### src/rtl/af_pkg.sv
// Shared autofocus types and constants: FSM state encoding, lens range and a saturating adder.
// Latency: n/a (package only).
// Backpressure: n/a (package only).
package af_pkg;

  localparam int VCM_STEP_W   = 10;
  localparam int STEP_ABS_MAX = 1023;
  localparam int SHARP_W_DEF  = 24;

  typedef enum logic [2:0] {
    IDLE,
    MOVE,
    SETTLE,
    MEAS,
    EVAL,
    FINE_INIT,
    PARK,
    FIN
  } af_state_t;

  // All lens arithmetic is done in 11 bits. 1023 + 255 still fits, so the
  // sum never wraps before it is clamped against lim.
  function automatic logic [10:0] sat_add(input logic [10:0] a,
                                          input logic [10:0] b,
                                          input logic [10:0] lim);
    logic [10:0] s;
    s = a + b;
    return (s > lim) ? lim : s;
  endfunction

endpackage

### src/rtl/af_vs_edge.sv
// Frame settle counter: detects VS rising edges and pulses SETTLED on the SETTLE_FR-th edge while EN is high.
// Latency: SETTLED is combinational on the qualifying VS edge cycle; the edge detector adds one register.
// Backpressure: none; counting restarts whenever EN drops.
// Ports: CLK, RESET (sync, active-high), EN (count enable), VS (frame sync), SETTLED (done pulse).
module af_vs_edge #(
  parameter int SETTLE_FR = 2
) (
  input  logic CLK,
  input  logic RESET,
  input  logic EN,
  input  logic VS,
  output logic SETTLED
);

  localparam logic [7:0] LAST_EDGE = 8'(SETTLE_FR - 1);

  logic       vs_q;
  logic       vs_rise;
  logic [7:0] frame_cnt;

  // The previous VS level is tracked all the time, so an edge that lands on
  // the very first enabled cycle still counts, but edges seen while disabled
  // never accumulate.
  assign vs_rise = VS & ~vs_q;
  assign SETTLED = EN & ((SETTLE_FR == 0) | (vs_rise & (frame_cnt == LAST_EDGE)));

  always_ff @(posedge CLK) begin
    if (RESET) begin
      vs_q      <= 1'b0;
      frame_cnt <= 8'd0;
    end else begin
      vs_q <= VS;
      if (!EN || SETTLED) begin
        frame_cnt <= 8'd0;
      end else if (vs_rise) begin
        frame_cnt <= frame_cnt + 8'd1;
      end
    end
  end

endmodule

### src/rtl/af_sweep_ctrl.sv
// Autofocus sweep: coarse lens sweep, fine sweep around the best coarse position, then park the lens at the best.
// Latency: per position one VCM write, SETTLE_FR frames, one sharpness strobe and one EVAL cycle.
// Backpressure: VCM_REQ/VCM_STEP hold until VCM_ACK; SETTLE and MEAS wait on VS and SHARP_VALID.
// Ports: CLK, RESET (sync, active-high); START/ABORT control; VS, SHARP, SHARP_VALID from the ISP;
//        SCAL/SCAL_F coarse/fine increments; VCM_STEP/VCM_REQ/VCM_ACK to the lens driver;
//        BUSY, FINE, DONE status; BEST_STEP result.
module af_sweep_ctrl
  import af_pkg::*;
#(
  parameter int          SHARP_W   = SHARP_W_DEF,
  parameter int          SETTLE_FR = 2,
  parameter logic [10:0] STEP_MAX  = 11'h3F0
) (
  input  logic               CLK,
  input  logic               RESET,
  input  logic               START,
  input  logic               ABORT,
  input  logic               VS,
  input  logic [7:0]         SCAL,
  input  logic [7:0]         SCAL_F,
  input  logic [SHARP_W-1:0] SHARP,
  input  logic               SHARP_VALID,
  output logic [9:0]         VCM_STEP,
  output logic               VCM_REQ,
  input  logic               VCM_ACK,
  output logic               BUSY,
  output logic               FINE,
  output logic               DONE,
  output logic [9:0]         BEST_STEP
);

  localparam logic [10:0] ABS_MAX = 11'(STEP_ABS_MAX);

  af_state_t          state_q;
  logic [10:0]        cur_q;
  logic [10:0]        hi_q;
  logic [SHARP_W-1:0] best_val_q;
  logic [9:0]         best_step_q;
  logic [SHARP_W-1:0] sharp_q;
  logic [7:0]         scal_q;
  logic [7:0]         scal_f_q;
  logic               fine_q;
  logic               vcm_req_q;
  logic [9:0]         vcm_step_q;
  logic               busy_q;
  logic               done_q;

  logic               settled;
  logic               new_best;
  logic [9:0]         best_step_nxt;
  logic [10:0]        coarse_nxt;
  logic [10:0]        fine_nxt;
  logic [10:0]        half;
  logic [10:0]        best11;
  logic [10:0]        lo_calc;
  logic [10:0]        hi_calc;

  af_vs_edge #(
    .SETTLE_FR(SETTLE_FR)
  ) u_vs_edge (
    .CLK     (CLK),
    .RESET   (RESET),
    .EN      (state_q == SETTLE),
    .VS      (VS),
    .SETTLED (settled)
  );

  // Strict compare: on a tie the earlier lens position is kept.
  assign new_best      = sharp_q > best_val_q;
  assign best_step_nxt = new_best ? cur_q[9:0] : best_step_q;

  assign coarse_nxt = sat_add(cur_q, {3'b000, scal_q}, ABS_MAX);
  assign fine_nxt   = sat_add(cur_q, {3'b000, scal_f_q}, hi_q);

  // Fine window is +/- half a coarse step around the best coarse position,
  // clamped at both ends of the lens range without going negative.
  assign half    = {4'b0000, scal_q[7:1]};
  assign best11  = {1'b0, best_step_q};
  assign lo_calc = (best11 >= half) ? (best11 - half) : 11'd0;
  assign hi_calc = sat_add(best11, half, ABS_MAX);

  always_ff @(posedge CLK) begin
    if (RESET) begin
      state_q     <= IDLE;
      cur_q       <= 11'd0;
      hi_q        <= 11'd0;
      best_val_q  <= '0;
      best_step_q <= 10'd0;
      sharp_q     <= '0;
      scal_q      <= 8'd0;
      scal_f_q    <= 8'd0;
      fine_q      <= 1'b0;
      vcm_req_q   <= 1'b0;
      vcm_step_q  <= 10'd0;
      busy_q      <= 1'b0;
      done_q      <= 1'b0;
    end else begin
      done_q <= 1'b0;
      if (ABORT && (state_q != IDLE)) begin
        // Abandon the sweep; the best position found so far stays visible.
        state_q   <= IDLE;
        vcm_req_q <= 1'b0;
        busy_q    <= 1'b0;
        fine_q    <= 1'b0;
      end else begin
        case (state_q)
          IDLE: begin
            if (START && !ABORT) begin
              cur_q       <= 11'd0;
              best_val_q  <= '0;
              best_step_q <= 10'd0;
              fine_q      <= 1'b0;
              scal_q      <= (SCAL == 8'd0) ? 8'd1 : SCAL;
              vcm_step_q  <= 10'd0;
              vcm_req_q   <= 1'b1;
              busy_q      <= 1'b1;
              state_q     <= MOVE;
            end
          end
          MOVE: begin
            if (VCM_ACK) begin
              vcm_req_q <= 1'b0;
              state_q   <= SETTLE;
            end
          end
          SETTLE: begin
            if (settled) begin
              state_q <= MEAS;
            end
          end
          MEAS: begin
            if (SHARP_VALID) begin
              sharp_q <= SHARP;
              state_q <= EVAL;
            end
          end
          EVAL: begin
            if (new_best) begin
              best_val_q <= sharp_q;
            end
            best_step_q <= best_step_nxt;
            if (!fine_q) begin
              if (cur_q > STEP_MAX) begin
                state_q <= FINE_INIT;
              end else begin
                cur_q      <= coarse_nxt;
                vcm_step_q <= coarse_nxt[9:0];
                vcm_req_q  <= 1'b1;
                state_q    <= MOVE;
              end
            end else if (cur_q >= hi_q) begin
              // Park uses the best including this last measurement.
              vcm_step_q <= best_step_nxt;
              vcm_req_q  <= 1'b1;
              state_q    <= PARK;
            end else begin
              cur_q      <= fine_nxt;
              vcm_step_q <= fine_nxt[9:0];
              vcm_req_q  <= 1'b1;
              state_q    <= MOVE;
            end
          end
          FINE_INIT: begin
            cur_q      <= lo_calc;
            hi_q       <= hi_calc;
            scal_f_q   <= (SCAL_F == 8'd0) ? 8'd1 : SCAL_F;
            fine_q     <= 1'b1;
            vcm_step_q <= lo_calc[9:0];
            vcm_req_q  <= 1'b1;
            state_q    <= MOVE;
          end
          PARK: begin
            if (VCM_ACK) begin
              vcm_req_q <= 1'b0;
              done_q    <= 1'b1;
              busy_q    <= 1'b0;
              fine_q    <= 1'b0;
              state_q   <= FIN;
            end
          end
          FIN: begin
            state_q <= IDLE;
          end
          default: begin
            state_q <= IDLE;
          end
        endcase
      end
    end
  end

  assign VCM_STEP  = vcm_step_q;
  assign VCM_REQ   = vcm_req_q;
  assign BUSY      = busy_q;
  assign FINE      = fine_q;
  assign DONE      = done_q;
  assign BEST_STEP = best_step_q;

endmodule

### config.mk
export PLATFORM = sky130hd
export DESIGN_NAME = af_sweep_ctrl
export DESIGN_NICKNAME = d
export VERILOG_FILES = /design/src/rtl/af_pkg.sv /design/src/rtl/af_vs_edge.sv /design/src/rtl/af_sweep_ctrl.sv
export SDC_FILE = /design/constraint.sdc
export NUM_CORES = 1
export LEC_CHECK = 0
export BUFFER_PORTS_ARGS = -buffer_cell sky130_fd_sc_hd__buf_2
export CORE_ASPECT_RATIO = 1.5
export CORE_MARGIN = 10
export CORE_UTILIZATION = 31
export DETAILED_ROUTE_END_ITERATION = 10
export GPL_TIMING_DRIVEN = 0
export PLACE_DENSITY = 0.43
export SYNTH_ARGS = -nofsm -noshare
export SYNTH_HDL_FRONTEND = slang
export SYNTH_SLANG_ARGS = --single-unit
### constraint.sdc
create_clock -name CLK -period 11.7 [get_ports CLK]
set_input_delay 3.51 -clock CLK [delete_from_list [all_inputs] [get_ports CLK]]
set_output_delay 3.51 -clock CLK [all_outputs]
set_load 0.02 [all_outputs]
==> reports/qor.csv, run 1 <==
metric,value,unit
synth_area,7880,um2
cp.arrival,5.77,ns
cts_buffer_depth,2,
layout-drive-gt1-share,12.4,%
ir_drop,0.000102,V
grt_use_met2,33.6,%
use_met3,3.34,%
cts_num_sinks,122,
h-tree-depth,4,
post_drt_wl_per_cell,20.4,um
synth_edf_count,0,
coreArea,25100,um2
pwr-share-seq,35.2,%
p_per_area,142,nW/um2
tightestPinTransition,1.01,ns
crit_fanout,10,
grt_usage,18.2,%
finalCritPeriodShare,47.1,%
p_sw_share,33.4,%
wirelength,29.2,mm
grt_pass1_wl,44.9,mm
ctsResizeCount,0,
antenna_found_initial,0,
finalHoldViolations,0,
busiest_layer,met2,
globalRoute.totalOverflow,0,
ys_seq_area_share,31.0,%
firstDrtPassIters,4,
grt_use_met1,19.3,%
holdWs,0.449,ns
dpl.cell_count,1400,
post-cts-setup-buffers,0,
hold_path.class,reg2reg,
ant_nets,0,
ys_ff_latch,122,
worst-setup-path-type,reg2reg,
grt_max_degree,17,
synth_top_cell_area_share,31.0,%
grt_pass1_vias,7705,
clkTransAtPathRegs,0.06,ns
drv_cap,0,
syn_nets,1133,
clk_latency,0.43,ns
async_flop_share,0,%
ys_top_cells_by_area,"dfxtp_1 (31%), ha_1 (12%), a21oi_1 (7.0%), nand2_1 (6.6%), nor2_1 (3.9%)",
place_congestion,0.891,
diodes,0,
nNetsFinal,1220,
vias,7609,
fin_skew,0.0131,ns
final_util,36.7,%
slew_headroom,32.2,%
ios,71,
intPower,869,uW
total_power,1300,uW
final.setup.tns,0,ns
slew_violations,0,
ys_warn_count,0,
port_buffers,68,
power_frac_clock,39.7,%
fmax,0.182,GHz
die_w,150,um
hpwlAfterDp,23.2,mm
n_fill_cell,2773,
avgSynthCellArea,7.84,um2
status,"complete, no violations",
required,11.97,ns
crit_path_end_kind,flip-flop,
synth_flop_cell,dfxtp_1,
design.die.area,32300,um2
synth_common_cells,"nand2_1 (138), dfxtp_1 (122), a21oi_1 (110)",
postCtsHoldBufs,0,
period_needed,5.51,ns
cts_buffers,17,
rsz0062_at_grt,no,
start_util,31.4,%
synth.most_common_cell,nand2_1,
root_buffer,clkbuf_16,
drcViolationCount,0,
setup_viol,0,
final_cells,1431,
p_switching,436,uW
vias_per_cell,5.32,
p_leak,0.00357,uW
area_growth,16.7,%
syn_inst,1004,
synth_top_area_cell,dfxtp_1,
combPwrFrac,25.1,%
die_y,215,um
ys_types,71,
startpoint_type,flip-flop,
std_cell_rows,71,
cts_tree,yes,
drtIter0Drc,297,
worst max-delay path, cell delays in order, from the launching register on:
cell,delay [ns]
dfxtp_1,0.45
ha_1,0.33
fa_1,0.42
a21oi_1,0.25
o211ai_1,0.18
o41ai_1,0.64
nor2_1,0.14
xor2_1,0.19
ha_1,0.34
a21oi_1,0.26
o21ai_0,0.19
or4_4,0.48
and2_1,0.15
buf_2,0.20
o21ai_0,0.62
a21oi_1,0.16
nor3_1,0.25
nor4_1,0.10
power groups by stage:
stage	logic [uW]	clock network (uW)	registers (uW)
floorplan	213	0	461
global placement	327	0	468
detailed placement	327	0	468
CTS	328	531	459
global route	361	548	460
finish	328	517	459
worst paths after layout:
check / startpoint / to / slack (ns) / depth (start not counted)
max: cur_q[0]$_SDFFE_PP0P_ / VCM_STEP[1]$_SDFFE_PP0P_ / 6.19 / 17
min: best_val_q[14]$_SDFFE_PP0P_ / best_val_q[14]$_SDFFE_PP0P_ / 0.45 / 2
max reg2reg: cur_q[0]$_SDFFE_PP0P_ / VCM_STEP[1]$_SDFFE_PP0P_ / 6.19 / 17
min reg2reg: best_val_q[14]$_SDFFE_PP0P_ / best_val_q[14]$_SDFFE_PP0P_ / 0.45 / 2
cells by family (layout without fill, tap and decap cells):
logic type,count (synthesis),after routing,share of synthesized area [%]
flip-flops,122,122,31.0
multiplexers,19,19,2.54
AND/OR/NAND/NOR,368,368,21.9
AO/OA/AOI/OAI,262,262,21.4
adder cells (fa/ha/maj),82,82,13.4
XOR/XNOR,32,32,3.56
buffers and inverters,119,218,6.15
registers in the layout, indices dropped and copies added (netlist names):
signal	flops
scal_q	8
VCM_STEP	10
u_vs_edge.frame_cnt	8
sharp_q	24
BEST_STEP	10
cur_q	11
VCM_REQ	1
hi_q	11
DONE	1
FINE	1
best_val_q	24
state_q	3
BUSY	1
u_vs_edge.vs_q	1
scal_f_q	8
metal layers:
layer / vias up / part of all wire, %
met5: - / 0
met4: 0 / 4.0
met3: 44 / 3.3
met2: 162 / 54
met1: 3647 / 39
li1: 3756 / -
layout by cell type, fill, tap and decap left out, types with 5 or more instances in the layout:
cell and n:
a211oi_1 15, a21o_1 12, a21oi_1 110, a221oi_1 8
a22oi_1 9, a311oi_1 6, and3_1 5, buf_2 77
clkbuf_1 45, clkbuf_16 17, dfxtp_1 122, ha_1 78
inv_1 64, mux2_2 8, mux2i_1 11, nand2_1 138
nand2b_1 8, nand3_1 48, nand4_1 10, nor2_1 82
nor2b_1 7, nor3_1 27, nor4_1 8, o211ai_1 8
o21a_1 5, o21ai_0 38, o21bai_1 5, or4_1 6
xnor2_1 20, xor2_1 12
area by class of cell:
| type | instances | area, um2 | share of cell area [%] |
|---|---|---|---|
| multi-input cells | 763 | 4950 | 53.9 |
| flip-flops and latches | 122 | 2440 | 26.6 |
| clock buffers | 23 | 468 | 5.09 |
| well taps | 328 | 410 | 4.47 |
| repair buffers | 68 | 340 | 3.70 |
| inverters | 65 | 244 | 2.65 |
| plain buffers | 54 | 240 | 2.61 |
| clock inverters | 8 | 95.1 | 1.03 |
through the flow:
step	instance area, um2	setup slack [ns]
finish	9190	6.19
global route	9190	5.96
global placement	8630	5.86
CTS	9190	6.24
detailed placement	8630	5.88
floorplan	7880	6.71
(Power assumes the default switching activity.)
==> run 2: changes to the inputs <==
Clock period 11.7 ns to 5.2 ns, I/O delays scaled along.
==> run 2 against run 1 <==
Effect of this change: register-to-register slack got worse by 6.0 ns; count of clock-buffer cells in the layout did not move; clock power up 130%; worst setup slack lost 6.0 ns; sequential share of layout area down 0.065 points; via count about the same; flip-flop and latch count unchanged; worst hold slack barely moved; clock skew shrank 0.00057 ns; cell area is 0.25% higher; total power up 130%; global-route usage about the same; critical path type unchanged; largest power group unchanged; highest routed layer unchanged.
==> reports/qor.csv, run 2 (synthesized netlist as in run 1, its figures left out) <==
metric,value,unit,change
design.die.area,32300,um2,unchanged
drcViolationCount,0,,unchanged
slew_violations,0,,unchanged
antenna_found_initial,0,,unchanged
die_w,150,um,unchanged
fin_skew,0.0126,ns,-0.000568 ns
vias_per_cell,5.31,,about the same
reg_top3,"best_val_q (24), sharp_q (24)",,
root_buffer,clkbuf_16,,
finalCritPeriodShare,95.5,%,+48 points
p_leak,0.00358,uW,+0.43%
diodes,0,,unchanged
drv_cap,0,,unchanged
coreArea,25100,um2,unchanged
h-tree-depth,4,,unchanged
die_y,215,um,unchanged
rsz0062_at_grt,yes,,
hold_path.class,reg2reg,,
required,5.47,ns,-6.50 ns
combPwrFrac,25.2,%,about the same
ant_nets,0,,unchanged
final_cell_mix,"nand2_1 (138), dfxtp_1 (122), a21oi_1 (110), nor2_1 (82), ha_1 (78)",,
area_growth,17.0,%,
holdWs,0.449,ns,+0.00000100 ns
finalHoldViolations,0,,unchanged
firstDrtPassIters,5,,+1
place_congestion,0.891,,unchanged
layout-drive-gt1-share,12.6,%,+0.18 points
layout_commonest_cell,nand2_1,,
wirelength,29.2,mm,about the same
ios,71,,unchanged
crit_path_end_kind,flip-flop,,
p_per_area,319,nW/um2,+120%
cts_buffers,17,,unchanged
tightestPinTransition,1.01,ns,-0.000242 ns
pre_cts_slack,-0.235,ns,-6.12 ns
fin_ws,0.233,ns,-5.96 ns
power_frac_clock,39.6,%,about the same
nNetsFinal,1220,,unchanged
fmax,0.201,GHz,+11%
grt_pass1_vias,7702,,-0.039%
port_buffers,68,,unchanged
clk_latency,0.43,ns,about the same
cp.arrival,5.23,ns,-0.54 ns
startpoint_type,flip-flop,,
grt_pass1_wl,44.9,mm,about the same
period_needed,4.97,ns,-0.540 ns
grt_usage,18.2,%,about the same
postCtsHoldBufs,0,,unchanged
globalRoute.totalOverflow,0,,unchanged
std_cell_rows,71,,unchanged
start_util,31.4,%,unchanged
final_util,36.8,%,+0.090 points
worst-setup-path-type,reg2reg,,
drtIter0Drc,308,,+3.7%
p_sw_share,33.4,%,about the same
cts_buffer_depth,2,,unchanged
intPower,1960,uW,+130%
pwr-share-seq,35.1,%,about the same
status,"complete, no violations",,
hpwlAfterDp,23.2,mm,unchanged
cts_num_sinks,122,,unchanged
cts_tree,yes,,
vias,7603,,-0.079%
slew_headroom,32.2,%,about the same
post_drt_wl_per_cell,20.4,um,about the same
setup_viol,0,,unchanged
p_switching,983,uW,+130%
ir_drop,0.000231,V,+130%
clkTransAtPathRegs,0.06,ns,about the same
grt_max_degree,17,,unchanged
crit_fanout,10,,unchanged
[run 2: routing by layer]
layer / track usage, % / wire length, um / share of wire, % / up-vias
met5: 0 / 0 / 0 / -
met4: 8.25 / 1160 / 4.0 / 0
met3: 3.34 / 985 / 3.4 / 43
met2: 33.6 / 15700 / 54 / 171
met1: 19.3 / 11300 / 39 / 3627
li1: - / - / - / 3762
[run 2: worst paths after layout]
| kind | from | end | slack, ns | depth (start not counted) |
|---|---|---|---|---|
| worst max register to register | cur_q[0]$_SDFFE_PP0P_ | VCM_STEP[1]$_SDFFE_PP0P_ | 0.23 | 17 |
| worst min-delay path | best_val_q[14]$_SDFFE_PP0P_ | best_val_q[14]$_SDFFE_PP0P_ | 0.45 | 2 |
| worst min register to register | best_val_q[14]$_SDFFE_PP0P_ | best_val_q[14]$_SDFFE_PP0P_ | 0.45 | 2 |
| worst max-delay path | cur_q[0]$_SDFFE_PP0P_ | VCM_STEP[1]$_SDFFE_PP0P_ | 0.23 | 17 |
[run 2: final cells by class]
type	instances	area (um2)
Multi-Input combinational cell	763	4970
Sequential cell	122	2440
Timing Repair Buffer	68	340
Tap cell	328	410
Clock inverter	8	95.1
Clock buffer	23	468
Buffer	54	240
Inverter	65	244
Fill cell	2770	15800
[run 2: critical path, cell delays in order, from the launching register on]
cell,delay (ns)
dfxtp_1,0.45
ha_1,0.32
fa_1,0.42
a21oi_1,0.25
o211ai_1,0.22
o41ai_4,0.35
nor2_1,0.11
xor2_1,0.17
ha_1,0.34
a21oi_1,0.24
o21ai_0,0.18
or4_4,0.48
and2_1,0.15
buf_2,0.21
o21ai_1,0.45
a21oi_1,0.14
nor3_1,0.25
nor4_1,0.10
[run 2: repair_timing]
action                                  CTS  global route
cloned                                    0             0
buffers inserted                          0             0
endpoints found under the setup margin   10            13
gates resized for setup                   2             4
pin swaps                                 0             0
[run 2: metrics by stage]
step / total power [uW] / area, um2 / cells / TNS [ns]
floorplan: 1520 / 7880 / 1004 / 0
global placement: 1790 / 8630 / 1400 / -1.47
detailed placement: 1790 / 8630 / 1400 / -1.07
CTS: 2970 / 9200 / 1431 / 0
global route: 3080 / 9210 / 1431 / -0.0772
finish: 2940 / 9210 / 1431 / 0
[run 2: power by group through the flow]
stage | logic (uW) | clock network (uW) | registers (uW)
2_1_floorplan | 479 | 0 | 1040
3_3_place_gp | 736 | 0 | 1050
3_5_place_dp | 735 | 0 | 1050
4_1_cts | 739 | 1190 | 1030
5_1_grt | 817 | 1230 | 1040
6_report | 743 | 1170 | 1030
